<file path="config.mk">
export PLATFORM = sky130hd
export DESIGN_NAME = spw_tx_char_sequencer
export DESIGN_NICKNAME = d
export VERILOG_FILES = /design/src/rtl/spw_tx_pkg.sv /design/src/rtl/spw_tx_char_len_dec.sv /design/src/rtl/spw_tx_char_sequencer.sv
export SDC_FILE = /design/constraint.sdc
export NUM_CORES = 1
export LEC_CHECK = 0
export CAP_MARGIN = 20
export CORE_AREA = 2 2 95 97
export DETAILED_ROUTE_END_ITERATION = 7
export DIE_AREA = 0 0 97 99
export GPL_TIMING_DRIVEN = 0
export HOLD_SLACK_MARGIN = 0.03
export SLEW_MARGIN = 0
export SYNTH_ARGS = -nofsm -noshare
export SYNTH_HDL_FRONTEND = slang
export SYNTH_HIERARCHICAL = 1
export SYNTH_SLANG_ARGS = --single-unit
export TNS_END_PERCENT = 100
</file>
<file path="constraint.sdc">
create_clock -name pclk_tx -period 11.9 [get_ports pclk_tx]
set_input_delay 2.38 -clock pclk_tx [delete_from_list [all_inputs] [get_ports pclk_tx]]
set_output_delay 2.38 -clock pclk_tx [all_outputs]
set_load 0.05 [all_outputs]
</file>
<file path="src/rtl/spw_tx_pkg.sv">
// -----------------------------------------------------------------------------
// spw_tx_pkg
// Shared definitions for the SpaceWire transmitter character sequencer:
//   - TX state codes (start is all-zero, every other state is one-hot)
//   - char_type codes reported to the serialiser / counters
//   - default character lengths in bits
//   - small helper used for elaboration-time range checks
// -----------------------------------------------------------------------------
package spw_tx_pkg;

    localparam int STATE_W = 7;

    localparam logic [STATE_W-1:0] tx_spw_start       = 7'b0000000;
    localparam logic [STATE_W-1:0] tx_spw_null        = 7'b0000001;
    localparam logic [STATE_W-1:0] tx_spw_fct         = 7'b0000010;
    localparam logic [STATE_W-1:0] tx_spw_null_c      = 7'b0000100;
    localparam logic [STATE_W-1:0] tx_spw_fct_c       = 7'b0001000;
    localparam logic [STATE_W-1:0] tx_spw_data_c      = 7'b0010000;
    localparam logic [STATE_W-1:0] tx_spw_data_c_0    = 7'b0100000;
    localparam logic [STATE_W-1:0] tx_spw_time_code_c = 7'b1000000;

    typedef enum logic [2:0] {
        CHAR_IDLE = 3'd0,
        CHAR_NULL = 3'd1,
        CHAR_FCT  = 3'd2,
        CHAR_DATA = 3'd3,
        CHAR_EOP  = 3'd4,
        CHAR_TIME = 3'd5
    } char_type_e;

    localparam int DEF_NULL_LEN = 8;
    localparam int DEF_FCT_LEN  = 4;
    localparam int DEF_DATA_LEN = 10;
    localparam int DEF_TIME_LEN = 14;

    function automatic int max4(input int a, input int b, input int c, input int d);
        int m;
        m = a;
        if (b > m) m = b;
        if (c > m) m = c;
        if (d > m) m = d;
        return m;
    endfunction

endpackage

</file>
<file path="src/rtl/spw_tx_char_len_dec.sv">
// -----------------------------------------------------------------------------
// spw_tx_char_len_dec
// Combinational decode of the TX state (plus the control-character flags) into
// the character length in bits, its char_type code and an illegal-code flag.
// Also used by the RX-side checker, so it carries no state.
// Ports:
//   state     in   STATE_W   TX state code
//   send_null in   1         start state: begin a NULL instead of idling
//   ctrl      in   1         data_c carries EOP/EEP instead of an N-char
//   ctrl_0    in   1         data_c_0 carries EOP/EEP instead of an N-char
//   len       out  LEN_W     character length in bits (0 = nothing to send)
//   ctype     out  3         char_type code
//   illegal   out  1         state is not a known code
// -----------------------------------------------------------------------------
module spw_tx_char_len_dec
    import spw_tx_pkg::*;
#(
    parameter int LEN_W    = 4,
    parameter int NULL_LEN = DEF_NULL_LEN,
    parameter int FCT_LEN  = DEF_FCT_LEN,
    parameter int DATA_LEN = DEF_DATA_LEN,
    parameter int TIME_LEN = DEF_TIME_LEN
) (
    input  logic [STATE_W-1:0] state,
    input  logic               send_null,
    input  logic               ctrl,
    input  logic               ctrl_0,
    output logic [LEN_W-1:0]   len,
    output logic [2:0]         ctype,
    output logic               illegal
);

    always_comb begin
        len     = '0;
        ctype   = CHAR_IDLE;
        illegal = 1'b0;
        case (state)
            tx_spw_start: begin
                // Without send_null the start state is a legal idle: length 0.
                if (send_null) begin
                    len   = LEN_W'(NULL_LEN);
                    ctype = CHAR_NULL;
                end
            end
            tx_spw_null, tx_spw_null_c: begin
                len   = LEN_W'(NULL_LEN);
                ctype = CHAR_NULL;
            end
            tx_spw_fct, tx_spw_fct_c: begin
                len   = LEN_W'(FCT_LEN);
                ctype = CHAR_FCT;
            end
            tx_spw_data_c: begin
                len   = ctrl ? LEN_W'(FCT_LEN) : LEN_W'(DATA_LEN);
                ctype = ctrl ? CHAR_EOP : CHAR_DATA;
            end
            tx_spw_data_c_0: begin
                len   = ctrl_0 ? LEN_W'(FCT_LEN) : LEN_W'(DATA_LEN);
                ctype = ctrl_0 ? CHAR_EOP : CHAR_DATA;
            end
            tx_spw_time_code_c: begin
                len   = LEN_W'(TIME_LEN);
                ctype = CHAR_TIME;
            end
            default: begin
                illegal = 1'b1;
            end
        endcase
    end

endmodule

</file>
<file path="src/rtl/spw_tx_char_sequencer.sv">
// -----------------------------------------------------------------------------
// spw_tx_char_sequencer
// Bit-slot sequencer between the TX state machine and the DS serialiser.
// Tracks the bit position inside the current character (one-hot and binary),
// flags the last bit, pulses on completion, counts characters and reports
// state changes made mid-character or illegal state codes (sticky).
// Ports:
//   pclk_tx       in   1       clock, rising edge
//   enable_tx     in   1       synchronous active-low reset
//   send_null_tx  in   1       start state sends NULLs
//   tick_en       in   1       bit-rate strobe
//   state_tx      in   7       TX state code
//   tx_data_in    in   1       data_c is EOP/EEP
//   tx_data_in_0  in   1       data_c_0 is EOP/EEP
//   slot_onehot   out  SLOT_W  one-hot bit slot
//   bit_idx       out  IDX_W   binary bit index
//   char_last     out  1       current bit is the last of the character
//   char_done     out  1       one-cycle pulse after the last bit
//   char_type     out  3       latched char_type code
//   char_count    out  CNT_W   completed characters (wrapping)
//   seq_err       out  1       sticky sequencing error
// -----------------------------------------------------------------------------
module spw_tx_char_sequencer
    import spw_tx_pkg::*;
#(
    parameter int SLOT_W   = 14,
    parameter int NULL_LEN = DEF_NULL_LEN,
    parameter int FCT_LEN  = DEF_FCT_LEN,
    parameter int DATA_LEN = DEF_DATA_LEN,
    parameter int TIME_LEN = DEF_TIME_LEN,
    parameter int CNT_W    = 16,
    localparam int IDX_W   = (SLOT_W > 1) ? $clog2(SLOT_W) : 1,
    localparam int LEN_W   = $clog2(SLOT_W + 1)
) (
    input  logic               pclk_tx,
    input  logic               enable_tx,
    input  logic               send_null_tx,
    input  logic               tick_en,
    input  logic [STATE_W-1:0] state_tx,
    input  logic               tx_data_in,
    input  logic               tx_data_in_0,
    output logic [SLOT_W-1:0]  slot_onehot,
    output logic [IDX_W-1:0]   bit_idx,
    output logic               char_last,
    output logic               char_done,
    output logic [2:0]         char_type,
    output logic [CNT_W-1:0]   char_count,
    output logic               seq_err
);

    localparam int MAX_LEN = max4(NULL_LEN, FCT_LEN, DATA_LEN, TIME_LEN);

    generate
        if (MAX_LEN > SLOT_W) begin : g_len_check
            $error("spw_tx_char_sequencer: a character length exceeds SLOT_W");
        end
    endgenerate

    logic [LEN_W-1:0]   dec_len;
    logic [2:0]         dec_type;
    logic               dec_illegal;

    logic [LEN_W-1:0]   len_q,       len_d;
    logic [STATE_W-1:0] state_q,     state_d;
    logic [2:0]         type_q,      type_d;
    logic [IDX_W-1:0]   bit_idx_q,   bit_idx_d;
    logic [SLOT_W-1:0]  slot_q,      slot_d;
    logic               char_last_q, char_last_d;
    logic               char_done_q, char_done_d;
    logic [CNT_W-1:0]   count_q,     count_d;
    logic               seq_err_q,   seq_err_d;

    logic               at_start;
    logic [LEN_W-1:0]   eff_len;
    logic               last_bit;

    spw_tx_char_len_dec #(
        .LEN_W    (LEN_W),
        .NULL_LEN (NULL_LEN),
        .FCT_LEN  (FCT_LEN),
        .DATA_LEN (DATA_LEN),
        .TIME_LEN (TIME_LEN)
    ) u_len_dec (
        .state     (state_tx),
        .send_null (send_null_tx),
        .ctrl      (tx_data_in),
        .ctrl_0    (tx_data_in_0),
        .len       (dec_len),
        .ctype     (dec_type),
        .illegal   (dec_illegal)
    );

    // Slot 0 is both the first bit of a new character and the decision point
    // for its length, so the freshly decoded length governs that tick. This
    // gives back-to-back characters with no gap slot.
    assign at_start = (bit_idx_q == '0);
    assign eff_len  = at_start ? dec_len : len_q;
    assign last_bit = (eff_len != '0) && (LEN_W'(bit_idx_q) == eff_len - LEN_W'(1));

    always_comb begin
        len_d       = len_q;
        state_d     = state_q;
        type_d      = type_q;
        bit_idx_d   = bit_idx_q;
        slot_d      = slot_q;
        char_done_d = 1'b0;
        count_d     = count_q;
        seq_err_d   = seq_err_q;

        if (tick_en) begin
            if (at_start) begin
                len_d   = dec_len;
                type_d  = dec_type;
                state_d = state_tx;
                if (dec_illegal) begin
                    seq_err_d = 1'b1;
                end
            end
            // A zero length (idle start or illegal code) parks the slot at 0.
            if (eff_len != '0) begin
                if (last_bit) begin
                    bit_idx_d   = '0;
                    slot_d      = SLOT_W'(1);
                    char_done_d = 1'b1;
                    count_d     = count_q + CNT_W'(1);
                end else begin
                    bit_idx_d = bit_idx_q + IDX_W'(1);
                    slot_d    = slot_q << 1;
                end
            end
        end

        // The running character keeps its latched length; the change is only
        // reported here and honoured at the next start.
        if (!at_start && (state_tx != state_q)) begin
            seq_err_d = 1'b1;
        end

        char_last_d = (len_d != '0) && (LEN_W'(bit_idx_d) == len_d - LEN_W'(1));
    end

    always_ff @(posedge pclk_tx) begin
        if (!enable_tx) begin
            len_q       <= '0;
            state_q     <= tx_spw_start;
            type_q      <= CHAR_IDLE;
            bit_idx_q   <= '0;
            slot_q      <= SLOT_W'(1);
            char_last_q <= 1'b0;
            char_done_q <= 1'b0;
            count_q     <= '0;
            seq_err_q   <= 1'b0;
        end else begin
            len_q       <= len_d;
            state_q     <= state_d;
            type_q      <= type_d;
            bit_idx_q   <= bit_idx_d;
            slot_q      <= slot_d;
            char_last_q <= char_last_d;
            char_done_q <= char_done_d;
            count_q     <= count_d;
            seq_err_q   <= seq_err_d;
        end
    end

    assign slot_onehot = slot_q;
    assign bit_idx     = bit_idx_q;
    assign char_last   = char_last_q;
    assign char_done   = char_done_q;
    assign char_type   = type_q;
    assign char_count  = count_q;
    assign seq_err     = seq_err_q;

endmodule
</file>
==> summary.md, run 1 <==
Time the worst path needs with I/O delays and setup: 6.37 ns. After legalization and detailed placement, the total HPWL measured 5180 um. The first detailed-routing pass ran for 4 iterations.

The portion of the clock cycle consumed by the worst path in the final layout works out to 0.535. Before CTS, the worst setup slack after placement is 5.20 ns. Final routed DRC violation total: 0.

For the worst-skew pair, the clock arrives at the later sink with an insertion delay of 0.30 ns. Global-route congestion overflow total: 0. Among all flip-flop cells after synthesis, the most frequent one is dfxtp_1.

For this block, the routed nets add up to 7170 um of wire. The logs give 0.331 for the starting utilization of the core area and 0 for the residual antenna-violating net count after detailed routing. The dominant cell type by area after synthesis was dfxtp_1. The initial antenna violation count was 0.

The H-tree was split into 2 levels. The global routing usage on met3 came out at 0.0326. For the leakage dissipation, the log shows 1.36 nW. The count of routing violations after the opening detailed-route iteration is 98, and the number of setup violations in the final report is 0.

The clock skew after layout was 0.00517 ns. The site row count is 34. TritonCTS built the clock tree.

The final number of hold-violating endpoints is 0, and the via count of the first global-routing pass is 2542. The tools report the number of synthesis warnings as 6. Hold is met by 0.469 ns. Area taken by multi-input logic gates: 0.00166 mm^2.

The slew at the pin with the worst max-slew slack was 0.573 ns. The layout has 900 filler cells. Buffers placed on the I/O ports in this run total 52. The utilization after layout was 0.423; the count of inserted antenna diode cells was 0. The layout cell share with drive strength beyond 1 was 0.0537.

The final route contains 2655 vias. The sequential area share after synthesis was 0.360; the die extent in x was 97 um. The biggest fanout along the worst timing path works out to 10.

When the netlist entered floorplanning its net count stood at 367. The type of origin of the critical path was an input pin. Pin placement for this block handled 53 I/O pins.

The fraction of met1 tracks used by global routing came out at 0.201. For the smallest setup slack after layout, the log shows 5.53 ns. Entering global routing, the biggest net connects 17 pins. The fraction of registers with async set or reset after synthesis was 0. Data arrives at the worst endpoint at 6.56 ns.

Leaving out fill and tap cells, the most frequent cell in the layout is clkdlybuf4s50_1. The area share of the largest cell type after synthesis works out to 0.360. Dividing the detail-routed wire length by the instance count gives 13.8 um. STA puts the critical path data required time at 12.09 ns. The logs give 0.149 for the aggregate global-route resource usage and 349 for the gate count after technology mapping.

Setup repair after global routing left no endpoint under its margin. Summing every instance area after synthesis gives 0.00283 mm^2. The power per cell area came out at 117 mW/mm^2. In the layout the commonest cells are clkdlybuf4s50_1, nand2_1, dfxtp_1. The final layout contains 427 nets. The tools report the post-cts hold buffer count as 0. Clock tree root buffer cell: clkbuf_8. Across the whole layout, storage elements account for 0.00102 mm^2.

The type of the most critical hold path is flop to flop. The floorplan step defined a core boundary enclosing 0.00855 mm^2. First-pass GRT wire length: 12000 um. Dividing the detail-routed via count by the number of cells gives 5.13. The die is 99 um tall.

The buffers inserted during post-CTS setup optimization was 0; the total negative setup slack was 0 ns. For the highest clock rate, the log shows 157 MHz. CTS saw 51 sinks. VDD sags by at most 0.0000685 V. The netlist uses 57 different library cells.

In this run, synthesis inferred 0 flip-flops with an integrated enable. Sorting the synthesized cells by area gives the leading types as dfxtp_1, nand2_1, nor2_1. For the post-cts repair resize count, the log shows 0. The flow ran to the end, and the final reports show no timing, DRC or antenna violations. Compared with the post-synthesis result, the final layout area differs by 27.6%. Overall power consumption after layout is estimated at 0.000424 W. The register bit total from synthesis is 51, and the number of buffers created by CTS is 5. The count of maximum capacitance violations is 0, and the routability-driven placement congestion ratio is 0.848. The critical path is of the input pin to flop type. The clock passes through at most 2 buffers.

The layer flagged by global routing as most heavily used is met2. STA classifies the critical path endpoint as a flop. The average instance in the mapped netlist occupies 8.12 um^2. After clock tree synthesis, the clock-pin slew on the worst setup and hold paths is 0.10 ns. For the worst-case headroom to the max-slew limit, the log shows 0.618. The tools report the full die area as 0.00960 mm^2. The run gives 0.242 as the global routing met2 resource utilization. For the number of pins exceeding their max-slew limit in the final report, the log shows 0.
-- through the flow --
step,instance area (um^2),std cells
after floorplan,2830,349
after global placement,3490,509
after detailed placement,3490,509
after CTS,3610,517
after global routing,3610,518
final,3610,518
-- critical path, cell delays in order --
cell             delay, ns
clkdlybuf4s50_1       0.53
clkbuf_1              0.26
nor3b_1               0.38
nor3_1                0.08
nor2_1                0.25
mux2i_1               0.12
ha_1                  0.26
nand2b_1              0.17
a32o_1                0.26
or4_4                 0.52
nor3_2                0.45
clkbuf_1              0.46
nand4_1               0.19
xor2_1                0.19
nor2_1                0.06
-- final timing paths --
check	startpoint	end	slack, ns	cells after the start
worst max-delay path	state_tx[4]	char_count[3]$_SDFFE_PN0P_	5.53	15
worst min-delay path	state_q[1]$_SDFFE_PN0P_	state_q[1]$_SDFFE_PN0P_	0.47	2
worst max register to register	bit_idx[0]$_SDFF_PN0_	char_count[3]$_SDFFE_PN0P_	7.61	14
worst min register to register	state_q[1]$_SDFFE_PN0P_	state_q[1]$_SDFFE_PN0P_	0.47	2
-- sequential cells by signal (all words and copies together) (netlist names) --
register / flops
slot_onehot: 14
char_done: 1
len_q: 4
seq_err: 1
char_count: 16
char_type: 3
state_q: 7
char_last: 1
bit_idx: 4
-- cells by family (layout without fill, tap and decap cells) --
family	Yosys count	in the layout	synth area share
AO/OA/AOI/OAI	62	62	0.159
other	1	1	0.00132
adder cells (fa/ha/maj)	6	6	0.0261
XOR/XNOR	26	26	0.0804
flip-flops	51	51	0.360
AND/OR/NAND/NOR	159	159	0.283
multiplexers	10	10	0.0358
buffers and inverters	34	95	0.0539
-- metal layers --
| layer | vias up | part of all wire |
|---|---|---|
| met3 | 5 | 0.045 |
| met4 | 0 | 0.0054 |
| met2 | 65 | 0.46 |
| met5 | - | 0 |
| met1 | 1242 | 0.49 |
| li1 | 1343 | - |
-- cells in the mapped netlist (2+ instances only) --
cell / count
nand4_1: 6
nor3b_1: 6
and2_1: 4
nor3_1: 9
o31ai_1: 3
or4_4: 2
nor3_2: 2
and3b_1: 2
a21oi_1: 15
nand3_1: 10
nor2_1: 39
nor2b_1: 4
a211oi_1: 3
or4_1: 4
nor4_1: 2
inv_1: 8
xnor2_1: 11
clkbuf_1: 18
buf_2: 2
xor2_1: 15
o211ai_1: 4
and3_1: 7
buf_4: 2
nand2b_1: 4
a2bb2oi_1: 14
mux2i_1: 9
dfxtp_1: 51
buf_6: 2
o311ai_0: 2
nand2_1: 51
ha_1: 5
o41ai_1: 3
o21ai_0: 6
-- cell type report --
class	instances	area share
Buffer	25	0.0329
Clock inverter	2	0.0107
Sequential cell	51	0.282
Inverter	9	0.00935
Clock buffer	6	0.0228
Tap cell	108	0.0374
Timing Repair Buffer	53	0.145
Multi-Input combinational cell	264	0.459
-- report_power, final --
| group | switching (W) | leakage (nW) | internal, W |
|---|---|---|---|
| combinational | 0.0000671 | 0.887 | 0.0000454 |
| sequential | 0.00000558 | 0.413 | 0.000177 |
| clock | 0.0000600 | 0.0618 | 0.0000693 |
Power figures use the tool's default switching activity.
==> run 2: changes to the inputs <==
Clock period 11.9 ns to 5.9 ns, I/O delays scaled along.
==> results of run 2 <==
The final DEF is identical to that of run 1. Status: complete, no violations.
Main changes from that run: setup slack after placement 5.20 ns -> 0.401 ns; setup slack after layout 5.53 ns -> 0.730 ns; register-to-register setup slack 7.61 ns -> 1.61 ns; total power 0.000424 W -> 0.000856 W; worst IR drop on VDD 0.0000685 V -> 0.000138 V
==> run 3: changes to the inputs <==
--- a/config.mk
+++ b/config.mk
@@ -7,3 +7,3 @@
 export LEC_CHECK = 0
-export CAP_MARGIN = 20
+export CAP_MARGIN = 10
 export CORE_AREA = 2 2 95 97
--- a/constraint.sdc
+++ b/constraint.sdc
@@ -3,2 +3,2 @@
 set_output_delay 1.18 -clock pclk_tx [all_outputs]
-set_load 0.05 [all_outputs]
+set_load 0.1 [all_outputs]
==> run 3 against run 2 <==
  * Non-clock buffer count decreased by 1
  * Via count decreased by 0.30%
  * Hold slack about the same
  * Global-route usage unchanged
  * Critical path depth unchanged
  * Combinational power increased by 11%
==> summary.md, run 3 (synthesized netlist as in run 1, its figures left out) <==
Via count normalized by instance count: 5.12 (-0.11%). The count of inserted antenna diode cells was 0 (unchanged); the post-cts repair resize count was 0 (unchanged). The logic gate share of total power is 0.287 (+0.022). The clock skew after layout is 0.00560 ns (+0.000426 ns). For the cell total after placement, the log shows 509 (unchanged). The die boundary height was 99 um (unchanged); the biggest fanout along the worst timing path was 10 (unchanged).

The run gives 0 (unchanged) as the residual antenna-violating net count after detailed routing. For the initial antenna violation count, the log shows 0 (unchanged). The logs give 5 (unchanged) for the number of buffers created by CTS and 34 (unchanged) for the site row count.

For the level count of the clock H-tree, the log shows 2 (unchanged). The logs give 17 (unchanged) for the largest net degree at the start of global routing and 0 (unchanged) for the number of pins exceeding their max-slew limit in the final report. The run gives 4 (unchanged) as the length of the first detailed-routing pass in iterations.

The worst setup path is launched from an input pin. The first-pass GRT wire length was 12000 um (unchanged). The power per cell area is 244 mW/mm^2.

Setup repair after global routing left no endpoint under its margin. The worst path arrival time came out at 5.40 ns. The clock period could shrink to 5.21 ns. The total via count in the routed design came out at 2647 (-0.30%). In the layout the commonest cells are clkdlybuf4s50_1, nand2_1, dfxtp_1. The clock input transition at the sequential cells of the worst setup and hold paths was 0.10 ns (about the same).

The run gives 0.000295 W as the power dissipated by switching net loads. The slew at the pin with the worst max-slew slack is 1.11 ns (+0.533 ns), and the leakage dissipation is 1.36 nW (-0.21%). Count of maximum capacitance violations: 0 (unchanged). The highest clock rate was 192 MHz; the power share of the clock group was 0.295 (-0.010).

The tree is rooted in a clkbuf_8. The tools report the maximum clock insertion buffer count as 2 (unchanged). The count of routing violations after the opening detailed-route iteration was 106 (+8.2%). The total negative setup slack was 0 ns (unchanged).

TritonCTS built the clock tree. For the final HPWL from detailed placement, the log shows 5180 um (unchanged). The global-route congestion overflow total is 0 (unchanged), and the signed area change from the synthesized netlist to the final layout is 27.4%. The tools report the clock latency on the worst-skew pair as 0.30 ns (about the same). The worst path meets setup with 0.685 ns of slack. The share of total power in sequential cells was 0.417 (-0.013); the routability-driven placement congestion ratio was 0.848 (unchanged). The final routed DRC violation total was 0 (unchanged); the setup slack at placement was 0.401 ns. The run gives 0.261 (-0.357) as the worst-case headroom to the max-slew limit.

Leaving out fill and tap cells, the most frequent cell in the layout is clkdlybuf4s50_1. The flip-flop count of the largest register, all copies and words added is 16 (unchanged), and the layout cell share with drive strength beyond 1 is 0.0513 (-0.00231). The starting utilization of the core area is 0.331 (unchanged). The tools report the TritonCTS sink count as 51 (unchanged). The post-cts hold buffer count was 0 (unchanged). The internal power of the cells totals 0.000587 W. The run finished with clean final reports. The switching share of power is 0.334, and the full die area is 0.00960 mm^2 (unchanged). The aggregate global-route resource usage is 0.149 (unchanged), and the die extent in x is 97 um (unchanged). Number of setup violations in the final report: 0 (unchanged). The worst setup path is captured at a flop. Overall power consumption after layout is estimated at 0.000882 W.

VDD sags by at most 0.000138 V. The count of placed standard cells in the final layout, fillers left out is 517 (-0.19%). The count of port buffers added during placement came out at 52 (unchanged).

Type of the most critical hold path: flop to flop. The via count of the first global-routing pass came out at 2542 (unchanged). Buffers inserted during post-CTS setup optimization: 0 (unchanged). The total wire length was 7160 um (-0.18%); the number of placed I/O pins was 53 (unchanged).

Floorplan core area: 0.00855 mm^2 (unchanged). The filler cell count was 898 (-0.22%); the portion of the clock cycle consumed by the worst path in the final layout was 0.884. The critical path is of the input pin to flop type.

The routed wirelength normalized by instance count works out to 13.8 um (about the same). For the worst setup path, the data required time is 6.08 ns. The net count reported at finish was 426 (-0.23%). The final number of hold-violating endpoints was 0 (unchanged).
==> run 3: power by group through the flow <==
stage	Clock, W	Sequential, W	Combinational, W
after floorplan	0	0.000427	0.000140
after global placement	0	0.000376	0.000251
after detailed placement	0	0.000376	0.000254
after CTS	0.000270	0.000368	0.000255
after global routing	0.000284	0.000371	0.000276
final	0.000261	0.000368	0.000253
==> run 3: final timing paths <==
kind,startpoint,to,slack (ns),cells past startpoint
max,state_tx[4],char_count[3]$_SDFFE_PN0P_,0.69,15
min,state_q[1]$_SDFFE_PN0P_,state_q[1]$_SDFFE_PN0P_,0.47,2
max reg2reg,bit_idx[0]$_SDFF_PN0_,char_count[3]$_SDFFE_PN0P_,1.20,13
min reg2reg,state_q[1]$_SDFFE_PN0P_,state_q[1]$_SDFFE_PN0P_,0.47,2
==> run 3: worst max-delay path, cell delays in order <==
cell and delay, ns:
clkdlybuf4s50_1 0.53, clkbuf_1 0.26, nor3b_1 0.38, nor3_1 0.08, nor2_1 0.24, mux2i_1 0.12
ha_1 0.30, nand2b_1 0.17, a32o_1 0.26, or4_4 0.52, nor3_2 0.45, clkbuf_1 0.46
nand4_1 0.19, xor2_1 0.19, nor2_1 0.06
==> run 3: layer usage <==
metal	vias to the layer above	GRT usage	wire, um
met5	-	0	0
met4	0	0.0379	38
met3	5	0.0326	327
met2	63	0.242	3320
met1	1238	0.201	3470
li1	1341	-	-
==> run 3: through the flow <==
step | utilization | hold slack, ns | area (um^2)
3_3_place_gp | 0.408 | 0.454 | 3490
4_1_cts | 0.422 | 0.474 | 3610
6_report | 0.422 | 0.469 | 3610
5_1_grt | 0.422 | 0.492 | 3610
3_5_place_dp | 0.408 | 0.460 | 3490
2_1_floorplan | - | 0.448 | 2830
==> run 3: layout make-up <==
type,count,area (um^2),share of cell area
clock buffer,6,82.6,0.0229
timing repair buffer,52,520,0.144
clock inverter,2,38.8,0.0107
tap,108,135,0.0374
inverter,9,33.8,0.00936
sequential,51,1020,0.283
buffer,25,119,0.0329
multi-input combinational,264,1660,0.460
